## config.mk

```make
export PLATFORM = sky130hd
export DESIGN_NAME = mole_light_sequencer_flat
export DESIGN_NICKNAME = d
export VERILOG_FILES = /design/src/rtl/mole_light_sequencer_if.sv /design/src/rtl/mole_light_sequencer.sv /design/src/flat_wrapper.sv
export SDC_FILE = /design/constraint.sdc
export NUM_CORES = 1
export LEC_CHECK = 0
export BUFFER_PORTS_ARGS = -buffer_cell sky130_fd_sc_hd__buf_2
export CAP_MARGIN = 30
export CORE_AREA = 2 2 112 114
export CTS_BUF_LIST = sky130_fd_sc_hd__clkbuf_4 sky130_fd_sc_hd__clkbuf_8
export DETAILED_ROUTE_END_ITERATION = 8
export DIE_AREA = 0 0 114 116
export GPL_TIMING_DRIVEN = 0
export PLACE_DENSITY = 0.8
export SETUP_SLACK_MARGIN = 0.05
export SLEW_MARGIN = 10
export SYNTH_ARGS = -nofsm -noshare
export SYNTH_HDL_FRONTEND = slang
export SYNTH_SLANG_ARGS = --single-unit
export TNS_END_PERCENT = 30
```

## constraint.sdc

```tcl
create_clock -name clk -period 13.3 [get_ports clk]
set_input_delay 1.33 -clock clk [delete_from_list [all_inputs] [get_ports clk]]
set_output_delay 1.33 -clock clk [all_outputs]
set_load 0.05 [all_outputs]
```

## src/rtl/mole_light_sequencer_if.sv

```systemverilog
// Control/status bundle between a game controller (master) and the mole light sequencer (slave).
interface mole_light_sequencer_if #(
  parameter int NUM_LIGHTS = 9,
  parameter int POS_W      = 4,
  parameter int TIMER_W    = 28,
  parameter int COUNT_W    = 6
);
  logic                  start;
  logic                  load_seed;
  logic [TIMER_W-1:0]    time_between;
  logic [TIMER_W-1:0]    time_on;
  logic [COUNT_W-1:0]    max_flicks;
  logic [NUM_LIGHTS-1:0] hit;
  logic [NUM_LIGHTS-1:0] lights;
  logic [POS_W-1:0]      light_pos;
  logic [COUNT_W-1:0]    flick_count;
  logic [COUNT_W-1:0]    hit_count;
  logic [COUNT_W-1:0]    miss_count;
  logic                  hit_pulse;
  logic                  miss_pulse;
  logic                  busy;
  logic                  done;

  modport master (
    output start, load_seed, time_between, time_on, max_flicks, hit,
    input  lights, light_pos, flick_count, hit_count, miss_count,
           hit_pulse, miss_pulse, busy, done
  );

  modport slave (
    input  start, load_seed, time_between, time_on, max_flicks, hit,
    output lights, light_pos, flick_count, hit_count, miss_count,
           hit_pulse, miss_pulse, busy, done
  );
endinterface

```

## src/rtl/mole_light_sequencer.sv

```systemverilog
// Whack-a-mole sequencer: lights one LFSR-chosen position at a time, paced by off/on countdowns.
// Optional LIGHT_NO_REPEAT_EN: within a round, never light the same position twice in a row.
module mole_light_sequencer #(
  parameter int          NUM_LIGHTS = 9,
  parameter int          POS_W      = 4,
  parameter int          TIMER_W    = 28,
  parameter int          COUNT_W    = 6,
  parameter logic [15:0] SEED       = 16'h0059
) (
  input logic clk,
  input logic reset,
  mole_light_sequencer_if.slave bus
);
  typedef enum logic [2:0] {IDLE, WAIT_BTWN, FLICK, WAIT_ON, DONE} state_t;

  localparam logic [15:0] SEED_EFF  = (SEED == 16'h0000) ? 16'h0001 : SEED;
  localparam logic [15:0] LFSR_MASK = 16'hB400;

  state_t                state, state_next;
  logic [15:0]           lfsr;
  logic [TIMER_W-1:0]    countdown;
  logic [NUM_LIGHTS-1:0] lights_q;
  logic [POS_W-1:0]      pos_q;
  logic [POS_W-1:0]      raw_pos, next_pos;
  logic [COUNT_W-1:0]    flick_q, hit_q, miss_q;
  logic                  hit_pulse_q, miss_pulse_q;
  logic                  hit_now, round_over;
  logic clear_counts, load_between, load_on, dec_count, do_flick, do_hit, do_miss;

  function automatic logic [COUNT_W-1:0] sat_inc(input logic [COUNT_W-1:0] v);
    return (&v) ? v : v + COUNT_W'(1);
  endfunction

  always_ff @(posedge clk or negedge reset) begin
    if (!reset)             lfsr <= 16'h0001;
    else if (bus.load_seed) lfsr <= SEED_EFF;
    else if (lfsr[0])       lfsr <= (lfsr >> 1) ^ LFSR_MASK;
    else                    lfsr <= lfsr >> 1;
  end

  assign raw_pos = POS_W'(lfsr % 16'(NUM_LIGHTS));

`ifdef LIGHT_NO_REPEAT_EN
  logic prev_valid;

  always_ff @(posedge clk or negedge reset) begin
    if (!reset)            prev_valid <= 1'b0;
    else if (clear_counts) prev_valid <= 1'b0;
    else if (do_flick)     prev_valid <= 1'b1;
  end

  always_comb begin
    next_pos = raw_pos;
    if (prev_valid && (raw_pos == pos_q))
      next_pos = (raw_pos == POS_W'(NUM_LIGHTS - 1)) ? '0 : raw_pos + POS_W'(1);
  end
`else
  assign next_pos = raw_pos;
`endif

  // Only the lit bit can register a hit because lights_q is one-hot at pos_q during WAIT_ON.
  assign hit_now    = |(bus.hit & lights_q);
  assign round_over = (bus.max_flicks != '0) && (flick_q == bus.max_flicks);

  always_ff @(posedge clk or negedge reset) begin
    if (!reset) state <= IDLE;
    else        state <= state_next;
  end

  always_comb begin
    state_next   = state;
    clear_counts = 1'b0;
    load_between = 1'b0;
    load_on      = 1'b0;
    dec_count    = 1'b0;
    do_flick     = 1'b0;
    do_hit       = 1'b0;
    do_miss      = 1'b0;
    unique case (state)
      IDLE: begin
        if (bus.start) begin
          clear_counts = 1'b1;
          load_between = 1'b1;
          state_next   = WAIT_BTWN;
        end
      end
      WAIT_BTWN: begin
        if (bus.start) begin
          if (countdown == '0) state_next = FLICK;
          else                 dec_count  = 1'b1;
        end
      end
      FLICK: begin
        do_flick   = 1'b1;
        load_on    = 1'b1;
        state_next = WAIT_ON;
      end
      WAIT_ON: begin
        if (bus.start) begin
          if (hit_now)              do_hit    = 1'b1;
          else if (countdown == '0) do_miss   = 1'b1;
          else                      dec_count = 1'b1;
          if (hit_now || (countdown == '0)) begin
            if (round_over) begin
              state_next = DONE;
            end else begin
              load_between = 1'b1;
              state_next   = WAIT_BTWN;
            end
          end
        end
      end
      DONE: begin
        if (!bus.start) state_next = IDLE;
      end
      default: state_next = IDLE;
    endcase
  end

  always_ff @(posedge clk or negedge reset) begin
    if (!reset) begin
      countdown    <= '0;
      lights_q     <= '0;
      pos_q        <= '0;
      flick_q      <= '0;
      hit_q        <= '0;
      miss_q       <= '0;
      hit_pulse_q  <= 1'b0;
      miss_pulse_q <= 1'b0;
    end else begin
      hit_pulse_q  <= do_hit;
      miss_pulse_q <= do_miss;
      if (load_between)   countdown <= bus.time_between;
      else if (load_on)   countdown <= bus.time_on;
      else if (dec_count) countdown <= countdown - TIMER_W'(1);
      if (clear_counts) begin
        flick_q <= '0;
        hit_q   <= '0;
        miss_q  <= '0;
      end
      if (do_flick) begin
        pos_q    <= next_pos;
        lights_q <= NUM_LIGHTS'(1) << next_pos;
        flick_q  <= sat_inc(flick_q);
      end
      if (do_hit) begin
        hit_q    <= sat_inc(hit_q);
        lights_q <= '0;
      end
      if (do_miss) begin
        miss_q   <= sat_inc(miss_q);
        lights_q <= '0;
      end
    end
  end

  assign bus.lights      = lights_q;
  assign bus.light_pos   = pos_q;
  assign bus.flick_count = flick_q;
  assign bus.hit_count   = hit_q;
  assign bus.miss_count  = miss_q;
  assign bus.hit_pulse   = hit_pulse_q;
  assign bus.miss_pulse  = miss_pulse_q;
  assign bus.busy        = (state != IDLE) && (state != DONE);
  assign bus.done        = (state == DONE);
endmodule

```

## src/flat_wrapper.sv

```systemverilog
// flat-port wrapper written by rule: the top's interface ports become plain ports
module mole_light_sequencer_flat 
#(
  parameter int          NUM_LIGHTS = 9,
  parameter int          POS_W      = 4,
  parameter int          TIMER_W    = 28,
  parameter int          COUNT_W    = 6,
  parameter logic [15:0] SEED       = 16'h0059
)
  (clk, reset, bus_start, bus_load_seed, bus_time_between, bus_time_on, bus_max_flicks, bus_hit, bus_lights, bus_light_pos, bus_flick_count, bus_hit_count, bus_miss_count, bus_hit_pulse, bus_miss_pulse, bus_busy, bus_done);
  mole_light_sequencer_if #(.NUM_LIGHTS(NUM_LIGHTS), .POS_W(POS_W), .TIMER_W(TIMER_W), .COUNT_W(COUNT_W)) bus_i ();
  input logic clk;
  input logic reset;
  input wire logic [$bits(bus_i.start)-1:0] bus_start;
  input wire logic [$bits(bus_i.load_seed)-1:0] bus_load_seed;
  input wire logic [$bits(bus_i.time_between)-1:0] bus_time_between;
  input wire logic [$bits(bus_i.time_on)-1:0] bus_time_on;
  input wire logic [$bits(bus_i.max_flicks)-1:0] bus_max_flicks;
  input wire logic [$bits(bus_i.hit)-1:0] bus_hit;
  output wire logic [$bits(bus_i.lights)-1:0] bus_lights;
  output wire logic [$bits(bus_i.light_pos)-1:0] bus_light_pos;
  output wire logic [$bits(bus_i.flick_count)-1:0] bus_flick_count;
  output wire logic [$bits(bus_i.hit_count)-1:0] bus_hit_count;
  output wire logic [$bits(bus_i.miss_count)-1:0] bus_miss_count;
  output wire logic [$bits(bus_i.hit_pulse)-1:0] bus_hit_pulse;
  output wire logic [$bits(bus_i.miss_pulse)-1:0] bus_miss_pulse;
  output wire logic [$bits(bus_i.busy)-1:0] bus_busy;
  output wire logic [$bits(bus_i.done)-1:0] bus_done;
  assign bus_i.start = bus_start;
  assign bus_i.load_seed = bus_load_seed;
  assign bus_i.time_between = bus_time_between;
  assign bus_i.time_on = bus_time_on;
  assign bus_i.max_flicks = bus_max_flicks;
  assign bus_i.hit = bus_hit;
  assign bus_lights = bus_i.lights;
  assign bus_light_pos = bus_i.light_pos;
  assign bus_flick_count = bus_i.flick_count;
  assign bus_hit_count = bus_i.hit_count;
  assign bus_miss_count = bus_i.miss_count;
  assign bus_hit_pulse = bus_i.hit_pulse;
  assign bus_miss_pulse = bus_i.miss_pulse;
  assign bus_busy = bus_i.busy;
  assign bus_done = bus_i.done;
  mole_light_sequencer #(.NUM_LIGHTS(NUM_LIGHTS), .POS_W(POS_W), .TIMER_W(TIMER_W), .COUNT_W(COUNT_W), .SEED(SEED)) u_core (.clk(clk), .reset(reset), .bus(bus_i));
endmodule
```

## Word level (Yosys, flattened, before mapping)

Cells that the tools add are included.

| word-level totals | value |
|---|---|
| flip-flop bits (word level) | 80 |
| input port bits | 75 |
| output and inout bits | 35 |
| word-level logic and storage cells | 95 |

| operators by class | value |
|---|---|
| $add $sub $neg | 4 |
| divide/modulo/power cells | 1 |
| equal/unequal tests | 15 |
| shift-type cells | 1 |
| muxes and demuxes | 42 |
| bitwise logic cells | 2 |
| reduce and logical (&&, ||, !) cells | 20 |

Operators with widths:

| cell | count |
|---|---|
| two-way mux 28 bit | 3 |
| two-way mux 6 bit | 7 |
| two-way mux 16 bit | 2 |
| logical NOT 28 bit | 1 |
| subtractor 28 x 1 -> 28 bit, second input constant | 1 |
| two-way mux 9 bit | 3 |
| AND reduction 6 bit | 4 |
| two-way mux 3 bit | 7 |
| adder 6 x 1 -> 6 bit, second input constant | 3 |
| two-way mux 1 bit | 17 |
| remainder unit 16 x 4 -> 16 bit, second input constant | 1 |
| case mux 3 bit (5 select lines) | 1 |
| inequality test 2 bit, second input constant | 7 |
| bitwise AND 9 bit | 1 |
| nonzero test 3 bit | 3 |
| OR reduction 9 bit | 1 |
| << shifter 1 x 4 -> 9 bit, first input constant | 1 |
| equality test 3 x 2 -> 1 bit, second input constant | 2 |
| equality test 6 bit | 1 |
| AND reduction 2 bit | 3 |
| nonzero test 2 bit | 3 |
| nonzero test 6 bit | 1 |
| inequality test 2 x 1 -> 1 bit, second input constant | 2 |
| inverter 3 -> 4 bit | 1 |
| other kinds (7) | 9 |

## Logic depth before layout (Yosys ltp)

Gate-level depths: netlist (run 1).

| logic depth | value |
|---|---|
| word-level depth | 8 |
| gate-level depth with buffers | 34 |
| gate-level depth less buffers | 29 |

## Least setup slack after synthesis (run 1)

No wires, ideal clock.

| path | value |
|---|---|
| path type | reg2reg |
| from | register u_core.lfsr[10] |
| to | register u_core.lights_q[7] (netlist: u_core.bus.lights[7]) |
| data arrival time | 6.917 ns |
| data required time | 13.179 ns |
| setup slack | 6.262 ns |
| stages on the path, launching flop included | 33 |
| buffers on the path | 3 |
| period minus slack after synthesis | 7.038 ns |
| cells stage by stage | dfrtp_1 -> buf_6 -> or3b_4 -> nor2_2 -> a211oi_1 -> or2_1 -> buf_6 -> a221oi_4 -> o31a_2 -> o31ai_2 -> or4_1 -> a31o_1 -> nand3_2 -> a2111oi_1 -> or2_1 -> clkbuf_2 -> or4_1 -> a211o_1 -> and3_1 -> o31a_1 -> o21ai_0 -> inv_1 -> ha_1 -> and2_1 -> a211oi_4 -> xnor2_1 -> ha_1 -> inv_1 -> o2111a_1 -> o21ai_1 -> nor2_1 -> mux2_2 -> a22o_1 |

| between the ends | value |
|---|---|
| cells in the longest elaborated chain, start to end | 5 |

RTL lines:

| what | line | text |
|---|---|---|
| start: declaration | mole_light_sequencer.sv:20 | `logic [15:0] lfsr;` |
| start signal: assignment | mole_light_sequencer.sv:37 | `else if (lfsr[0]) lfsr <= (lfsr >> 1) ^ LFSR_MASK;` |
| start signal: assignment | mole_light_sequencer.sv:38 | `else lfsr <= lfsr >> 1;` |
| remainder unit 16 x 4 -> 16 bit | mole_light_sequencer.sv:41 | `assign raw_pos = POS_W'(lfsr % 16'(NUM_LIGHTS));` |
| << shifter 1 x 4 -> 9 bit | mole_light_sequencer.sv:143 | `lights_q <= NUM_LIGHTS'(1) << next_pos;` |
| two-way mux 9 bit | mole_light_sequencer.sv:141 | `if (do_flick) begin` |
| two-way mux 9 bit | mole_light_sequencer.sv:146 | `if (do_hit) begin` |
| two-way mux 9 bit | mole_light_sequencer.sv:150 | `if (do_miss) begin` |
| end signal: assignment | mole_light_sequencer.sv:143 |  |
| end: declaration | mole_light_sequencer.sv:22 | `logic [NUM_LIGHTS-1:0] lights_q;` |

Every way passes these cells. The select of a mux whose other input is x is not followed.
A chain may end at the register's enable or synchronous reset.

## Final worst setup path (run 1)

| path | value |
|---|---|
| from | register u_core.lfsr[15] |
| to | register u_core.lights_q[7] (netlist: u_core.bus.lights[7]) |

Same word-level chain as after synthesis.

==> results of run 1 <==
## layout make-up
class	instances	area [sq um]	share of cell area [%]
buffer	40	215	2.88
clock inverter	5	35.0	0.470
sequential	80	2000	26.8
inverter	28	105	1.41
clock buffer	11	139	1.86
antenna	1	2.50	0.0335
timing repair buffer	112	588	7.88
tap	147	184	2.47
multi-input combinational	626	4190	56.1
## registers in the layout, summed over array words and instances, names as in the netlist
register                cells
u_core.countdown           28
u_core.lfsr                16
u_core.bus.lights           9
u_core.bus.flick_count      6
u_core.bus.hit_count        6
u_core.bus.miss_count       6
u_core.bus.light_pos        4
u_core.state                3
u_core.bus.hit_pulse        1
u_core.bus.miss_pulse       1
## worst reg2reg max path, delay by kind of cell (launching register included)
kind / cells / cell delay, ns
AOI/OAI and AO/OA: 14 / 4.25
and+or+nand+nor: 7 / 1.31
muxes: 3 / 0.75
DFF: 1 / 0.52
adders and majority gates: 2 / 0.42
buffers and inverters: 3 / 0.41
xor gates and xnor gates: 1 / 0.28
## kinds of logic after synthesis
| logic type | after synthesis | synth area share [%] |
|---|---|---|
| flip-flops | 80 | 30.8 |
| multiplexers | 35 | 5.97 |
| AND/OR/NAND/NOR | 317 | 25.0 |
| AO/OA/AOI/OAI | 215 | 24.7 |
| adder cells (fa/ha/maj) | 10 | 1.88 |
| buffers and inverters | 68 | 4.92 |
| XOR/XNOR | 49 | 6.71 |
## synthesized netlist by cell type (all sizes together), types with 4 or more instances
master | n | area [sq um]
nand3 | 34 | 175
xor2 | 21 | 184
nand4 | 7 | 43.8
and2 | 9 | 56.3
nor2 | 70 | 270
a211o | 5 | 43.8
o22ai | 5 | 31.3
mux2i | 7 | 70.1
or2 | 15 | 93.8
nor2b | 11 | 68.8
a22o | 5 | 43.8
nor3 | 28 | 145
o31a | 6 | 53.8
o21ai | 66 | 334
xnor2 | 28 | 253
o21a | 7 | 61.3
nand2 | 75 | 282
or4 | 5 | 41.3
o211ai | 12 | 105
mux2 | 28 | 319
and3 | 12 | 80.1
nor4 | 12 | 75.1
dfrtp | 79 | 1980
nor3b | 5 | 42.5
buf | 14 | 116
ha | 9 | 113
o311a | 4 | 40.0
a211oi | 13 | 125
a221oi | 7 | 85.1
or3 | 8 | 55.1
a221o | 6 | 60.1
nand2b | 13 | 81.3
a21oi | 28 | 144
clkbuf | 26 | 98.8
inv | 27 | 101
o31ai | 4 | 35.0
a31oi | 6 | 52.6
## per-layer routing
layer	vias up	track usage (%)
li1	3107	-
met1	2995	32.9
met2	167	43.9
met3	21	4.60
met4	0	8.21
met5	-	0
## path summary, 6_finish.rpt
path | slack (ns) | cells past startpoint | startpoint | endpoint
max | 5.25 | 30 | u_core.lfsr[15]$_DFF_PN0_ | u_core.bus.lights[7]$_DFFE_PN0P_
min | 0.48 | 2 | u_core.bus.light_pos[1]$_DFFE_PN0P_ | u_core.bus.light_pos[1]$_DFFE_PN0P_
max reg2reg | 5.25 | 30 | u_core.lfsr[15]$_DFF_PN0_ | u_core.bus.lights[7]$_DFFE_PN0P_
min reg2reg | 0.48 | 2 | u_core.bus.light_pos[1]$_DFFE_PN0P_ | u_core.bus.light_pos[1]$_DFFE_PN0P_
max in group asynchronous | 11.76 | 2 | reset | u_core.lfsr[0]$_DFF_PN1_
min in group asynchronous | 0.90 | 1 | reset | u_core.bus.hit_count[5]$_DFFE_PN0P_
## through the flow
stage	instances	hold WS [ns]	instance area, sq um	total power, mW	utilization, %
after global routing	1050	0.540	7460	1.95	62.6
after floorplan	774	0.507	6510	1.38	-
final	1050	0.480	7460	1.81	62.6
after global placement	1030	0.450	7240	1.60	60.8
after CTS	1048	0.481	7450	1.80	62.6
after detailed placement	1032	0.462	7280	1.63	61.1
## where the power goes
part | internal [mW] | total (mW) | switching, mW
combinational | 0.507 | 1.26 | 0.751
sequential | 0.316 | 0.385 | 0.0693
clock | 0.0720 | 0.163 | 0.0908
==> metrics.md, run 1 <==
| Metric | Value |
|---|---|
| Layout fillers | 1078 |
| CP delay by family, top | compound AO/OA/AOI/OAI gates |
| DRC Markers | 0 |
| Grt ovf | 0 |
| Vias in the first global route | 5813 |
| Row cnt | 40 |
| Initial core utilization | 54.7% |
| Status | finished clean |
| Slew @ Worst Pin | ~0.74 ns |
| CP Capture Type | register |
| Setup_tns | 0 ns |
| Crit path DAT | 8.31 ns |
| Fraction of layout cells with a size suffix above 1 | 23.9% |
| Mapped Area | ~6500 sq um |
| Root buf cell | clkbuf_8 |
| Register bit total from synthesis | 80 |
| Vias/cell | about 6 |
| CP required | 13.56 ns |
| Antenna violations before repair | 1 |
| Fin crit period | 8.05 ns |
| Max-slew violations | 0 |
| Die area | 13200 sq um |
| P_leak | 3.22 nW |
| CTS tree | done |
| Number of flops mapped to enable cells by yosys | 0 |
| Netlist cell types | 104 |
| Max Clock Freq | 124 MHz |
| IO buf count | 109 |
| Routed WL | 16700 um |
| Unrepaired setup endpoints after global routing | no |
| Hold Crit Class | register to register |
| Largest net degree at the start of global routing | 49 |
| # Max-Cap Violations | 0 |
| Clk buf depth | 2 |
| Die X | 114 um |
| Setup violations, final | 0 |
| Final Wtd Congestion | between 0.9 and 1 |
| Clock skew | 0.0118 ns |
| Startpoint Class | register |
| M1 WL | ~7400 um |
| Met3 wire length | 806 um |
| CP Max Fanout | 10 |
| Avg WL per Cell | about 16 um |
| Hold Vio Cnt, Final | 0 |
| H-Tree Depth | 3 |
| Worst setup path category | register to register |
| Clk slew on worst S/H paths | 0.08 ns |
| Peak supply drop | 116 uV |
| Cells after Synth | 774 |
| Synthesis Warnings | 0 |
| DP HPWL | 12800 um |
| Number of nets still failing antenna checks after routing | 0 |
| Fin worst setup slack | 5.25 ns |
| Core area | 11900 sq um |
| Async SR Flop Fraction | 100% |
| Setup slack at placement | 5.44 ns |
| Total I/O pin count | 110 |
| Num CTS Buffers | 9 |
| Latest clock arrival within the worst-skew pair | 0.36 ns |
| Synthesized area per cell | 8.41 sq um |
| Top routing layer used | met4 |
| Area Overhead vs Synth | 14.6% |
| Mapped Nets | 858 |
| Die Y-Extent | between 100 and 150 um |
| Cts hold-fix bufs | 0 |
| First-pass GRT wire length | 27600 um |
| Crit-path slowest cell | a2111oi_1 |
| Commonest non-fill, non-tap cell in the layout | buf_2 |
| Total GRT Usage | 25.6% |
| Worst path max stage delay | 0.69 ns |
| Commonest non-fill, non-tap cells in the layout | 111 x buf_2, 79 x dfrtp_1, 75 x nand2_1, 67 x nor2_1, 56 x o21ai_0 |
| Drt first pass iters | 5 |
| Cts repair resizes | 0 |
| Sequential-to-total area share from yosys stat | a little under a third |
| Period utilization | 60.5% |
| Vias | 6290 |
| Critical path buffer and inverter count | 3 |
| WL met2 | 8240 um |
| Pwr/cell area | 242 nW/um^2 |
| CTS sink cnt | 80 |
| Starting DRC count in detailed routing | roughly 500 |
| Slew headroom | between 50% and 60% |
| Final #Nets | roughly 980 |
| Number of setup buffers added after CTS | 0 |
| Most used DFF post-synth | dfrtp_1 |
Note: power is estimated with default switching activity, not from simulation.
==> inputs of run 2 (changes only) <==
ABC_AREA = 1   (was not set)
CORE_AREA = 2 2 109 111   (was 2 2 112 114)
DIE_AREA = 0 0 111 113   (was 0 0 114 116)
PLACE_DENSITY = 0.81   (was 0.8)
clock period = 7.7 ns   (was 13.3 ns; I/O delays follow)
==> run 2 against run 1 <==
Compared with the run above:
- clock skew grew 0.0053 ns
- sequential share of layout area grew 1.2 points
- first-iteration DRC count up 15%
- die area is 5.1% lower
- clock-buffer cell count down 1
- cell count increased by 13%
- highest routed layer unchanged
- area after synthesis is 5.6% lower
- global-route usage grew 0.62 points
==> metrics.md, run 2 <==
| Metric | Value |
|---|---|
| Largest net degree at the start of global routing | 48 (-2.0%) |
| Commonest non-fill, non-tap cell in the layout | nand2_1 |
| Synthesis Warnings | 0 (unchanged) |
| CP delay by family, top | simple AND/OR/NAND/NOR gates |
| Synthesized area per cell | 6.75 sq um (-20%) |
| Final Wtd Congestion | 0.925 (-0.76%) |
| Crit path DAT | 7.07 ns (-1.24 ns) |
| Number of nets still failing antenna checks after routing | 0 (unchanged) |
| Top cells by area, synth | dfrtp_1 32%, nand2_1 13%, inv_1 6.5% |
| Status | finished clean |
| Fin crit period | 6.83 ns (-1.22 ns) |
| # Max-Cap Violations | 0 (unchanged) |
| First-pass GRT wire length | 27400 um (-0.75%) |
| Mapped Area | 6150 sq um (-5.6%) |
| Hold Vio Cnt, Final | 0 (unchanged) |
| CP Capture Type | register |
| # diodes | 0 (-1) |
| Period utilization | 88.7% (+28 points) |
| Die Y-Extent | 113 um (-2.6%) |
| DP HPWL | 12200 um (-4.7%) |
| Core area | 11300 sq um (-5.4%) |
| Critical path buffer and inverter count | 7 (+4) |
| CP Max Fanout | 7 (-3) |
| Max Clock Freq | 146 MHz (+18%) |
| Clk slew on worst S/H paths | 0.09 ns (about the same) |
| Vias/cell | 5.45 (-9.1%) |
| Final #Nets | 1119 (+14%) |
| Vias | 6442 (+2.4%) |
| Startpoint Class | register |
| CTS sink cnt | 80 (unchanged) |
| Worst path max stage delay | 0.42 ns (-0.27 ns) |
| Hold Crit Class | input port to asynchronous set/reset pin |
| Cts hold-fix bufs | 0 (unchanged) |
| Total GRT Usage | 26.2% (+0.62 points) |
| Latest clock arrival within the worst-skew pair | 0.37 ns (about the same) |
| Drt first pass iters | 6 (+1) |
| Vias in the first global route | 5992 (+3.1%) |
| Routed WL | 16100 um (-3.6%) |
| Row cnt | 39 (-2.5%) |
| Total I/O pin count | 110 (unchanged) |
| Async SR Flop Fraction | 100% (unchanged) |
| Num CTS Buffers | 9 (unchanged) |
| Clk buf depth | 2 (unchanged) |
| Max-slew violations | 0 (unchanged) |
| Worst setup path category | register to register |
| CTS tree | done |
| Top reg by flops | u_core.countdown |
| Crit path top cell by count | nand2_1 |
| Count leader, synth | nand2_1 |
| WL met2 | 7570 um (-8.2%) |
| Met3 wire length | 1030 um (+28%) |
| CP required | 7.95 ns (-5.61 ns) |
| Cells after Synth | 911 (+18%) |
| Starting DRC count in detailed routing | 565 (+15%) |
| Setup violations, final | 0 (unchanged) |
| Clock skew | 0.0171 ns (+0.00531 ns) |
| Layout fillers | 1025 (-4.9%) |
| DRC Markers | 0 (unchanged) |
| Synth top area share | 32.2% (+1.8 points) |
| Commonest non-fill, non-tap cells in the layout | 219 x nand2_1, 107 x inv_1, 107 x buf_2, 97 x nor2_1, 79 x dfrtp_1 |
| Number of flops mapped to enable cells by yosys | 0 (unchanged) |
| Die area | 12500 sq um (-5.1%) |
| Dominant cell type by area after synthesis | dfrtp_1 |
| IO buf count | 108 (-0.92%) |
| Crit-path slowest cell | dfrtp_1 |
| Root buf cell | clkbuf_8 |
| H-Tree Depth | 3 (unchanged) |
| Slew headroom | 49.2% (-1.3 points) |
| Netlist cell types | 43 (-59%) |
| Mapped Nets | 995 (+16%) |
| Post-Layout Cell Count | 1183 (+13%) |
| Slew @ Worst Pin | 0.756 ns (+0.0131 ns) |
| Top routing layer used | met4 |
| Antenna violations before repair | 0 (-1) |
| Initial core utilization | 54.5% (-0.13 points) |
| Die X | 111 um (-2.6%) |
| Largest register FFs | 28 (unchanged) |
| Area Overhead vs Synth | 16.3% |
| Sequential-to-total area share from yosys stat | 32.6% (+1.8 points) |
| Most frequent cells after synthesis | 221 x nand2_1, 107 x inv_1, 99 x nor2_1 |
| Most used DFF post-synth | dfrtp_1 |
| Avg WL per Cell | 13.6 um (-14%) |
| Post-Place Cells | 1163 (+13%) |
| Grt ovf | 0 (unchanged) |
| M1 WL | 7370 um (-0.70%) |
| Fraction of layout cells with a size suffix above 1 | 20.8% (-3.2 points) |
| Register bit total from synthesis | 80 (unchanged) |
-- run 2: cell count changes in the layout (fill, tap and decap cells not counted), moves of 11 or more --
cell / delta
inv_2: +15
nand2_2: +38
inv_1: +80
nand4_1: +15
nand2_1: +144
o21ai_0: -12
mux2_2: -27
nand2b_1: -13
xnor2_1: -23
nor2_1: +30
nor2b_1: -11
nand3_1: +33
-- run 2: cells by family (layout without fill, tap and decap cells) --
| group | Yosys count | count (layout) | share of synthesized area [%] |
|---|---|---|---|
| AND/OR/NAND/NOR | 501 | 501 | 38.2 |
| AO/OA/AOI/OAI | 149 | 149 | 14.7 |
| buffers and inverters | 145 | 274 | 8.85 |
| flip-flops | 80 | 80 | 32.6 |
| XOR/XNOR | 27 | 27 | 3.85 |
| adder cells (fa/ha/maj) | 9 | 9 | 1.83 |
-- run 2: path summary, 6_finish.rpt --
kind,depth (start not counted),from,slack [ns],end
max in group asynchronous,2,reset,6.73,u_core.lfsr[0]$_DFF_PN1_
worst min-delay path,1,reset,0.35,u_core.bus.hit_count[3]$_DFFE_PN0P_
min in group clk,2,u_core.bus.light_pos[0]$_DFFE_PN0P_,0.50,u_core.bus.light_pos[0]$_DFFE_PN0P_
worst max register to register,67,u_core.lfsr[13]$_DFF_PN0_,0.87,u_core.bus.lights[0]$_DFFE_PN0P_
worst max-delay path,67,u_core.lfsr[13]$_DFF_PN0_,0.87,u_core.bus.lights[0]$_DFFE_PN0P_
worst min register to register,2,u_core.bus.light_pos[0]$_DFFE_PN0P_,0.50,u_core.bus.light_pos[0]$_DFFE_PN0P_
-- run 2: metal layers --
layer / vias up / track usage [%]
met5: - / 0
met4: 0 / 6.67
met3: 12 / 4.18
met2: 213 / 43.8
met1: 2938 / 35.9
li1: 3279 / -
-- run 2: final cells by class --
| type | count | area (sq um) | area share, % |
|---|---|---|---|
| flip-flops and latches | 80 | 2000 | 28.0 |
| plain buffers | 20 | 75.1 | 1.05 |
| clock buffers | 10 | 131 | 1.84 |
| inverters | 125 | 469 | 6.56 |
| multi-input cells | 686 | 3640 | 50.9 |
| repair buffers | 113 | 601 | 8.40 |
| clock inverters | 6 | 51.3 | 0.718 |
| well taps | 143 | 179 | 2.50 |
-- run 2: what timing repair did --
item / 4_1_cts / 5_1_grt
setup endpoints to repair: 0 / 10
gates resized for setup: 0 / 9
buffers inserted: 0 / 4
-- run 2: metrics by stage --
stage	hold WS (ns)	setup slack [ns]	TNS [ns]	area (sq um)	utilization, %
floorplan	0.474	1.73	0	6150	-
global placement	0.468	1.03	0	6870	60.9
detailed placement	0.476	0.895	0	6900	61.2
CTS	0.348	0.838	0	7080	62.8
global route	0.374	-0.0193	-0.0454	7150	63.4
finish	0.348	0.873	0	7150	63.4
Power of run 2 is not shown: default switching activity piles up to over one toggle a cycle in this logic, so the estimate is an artifact.
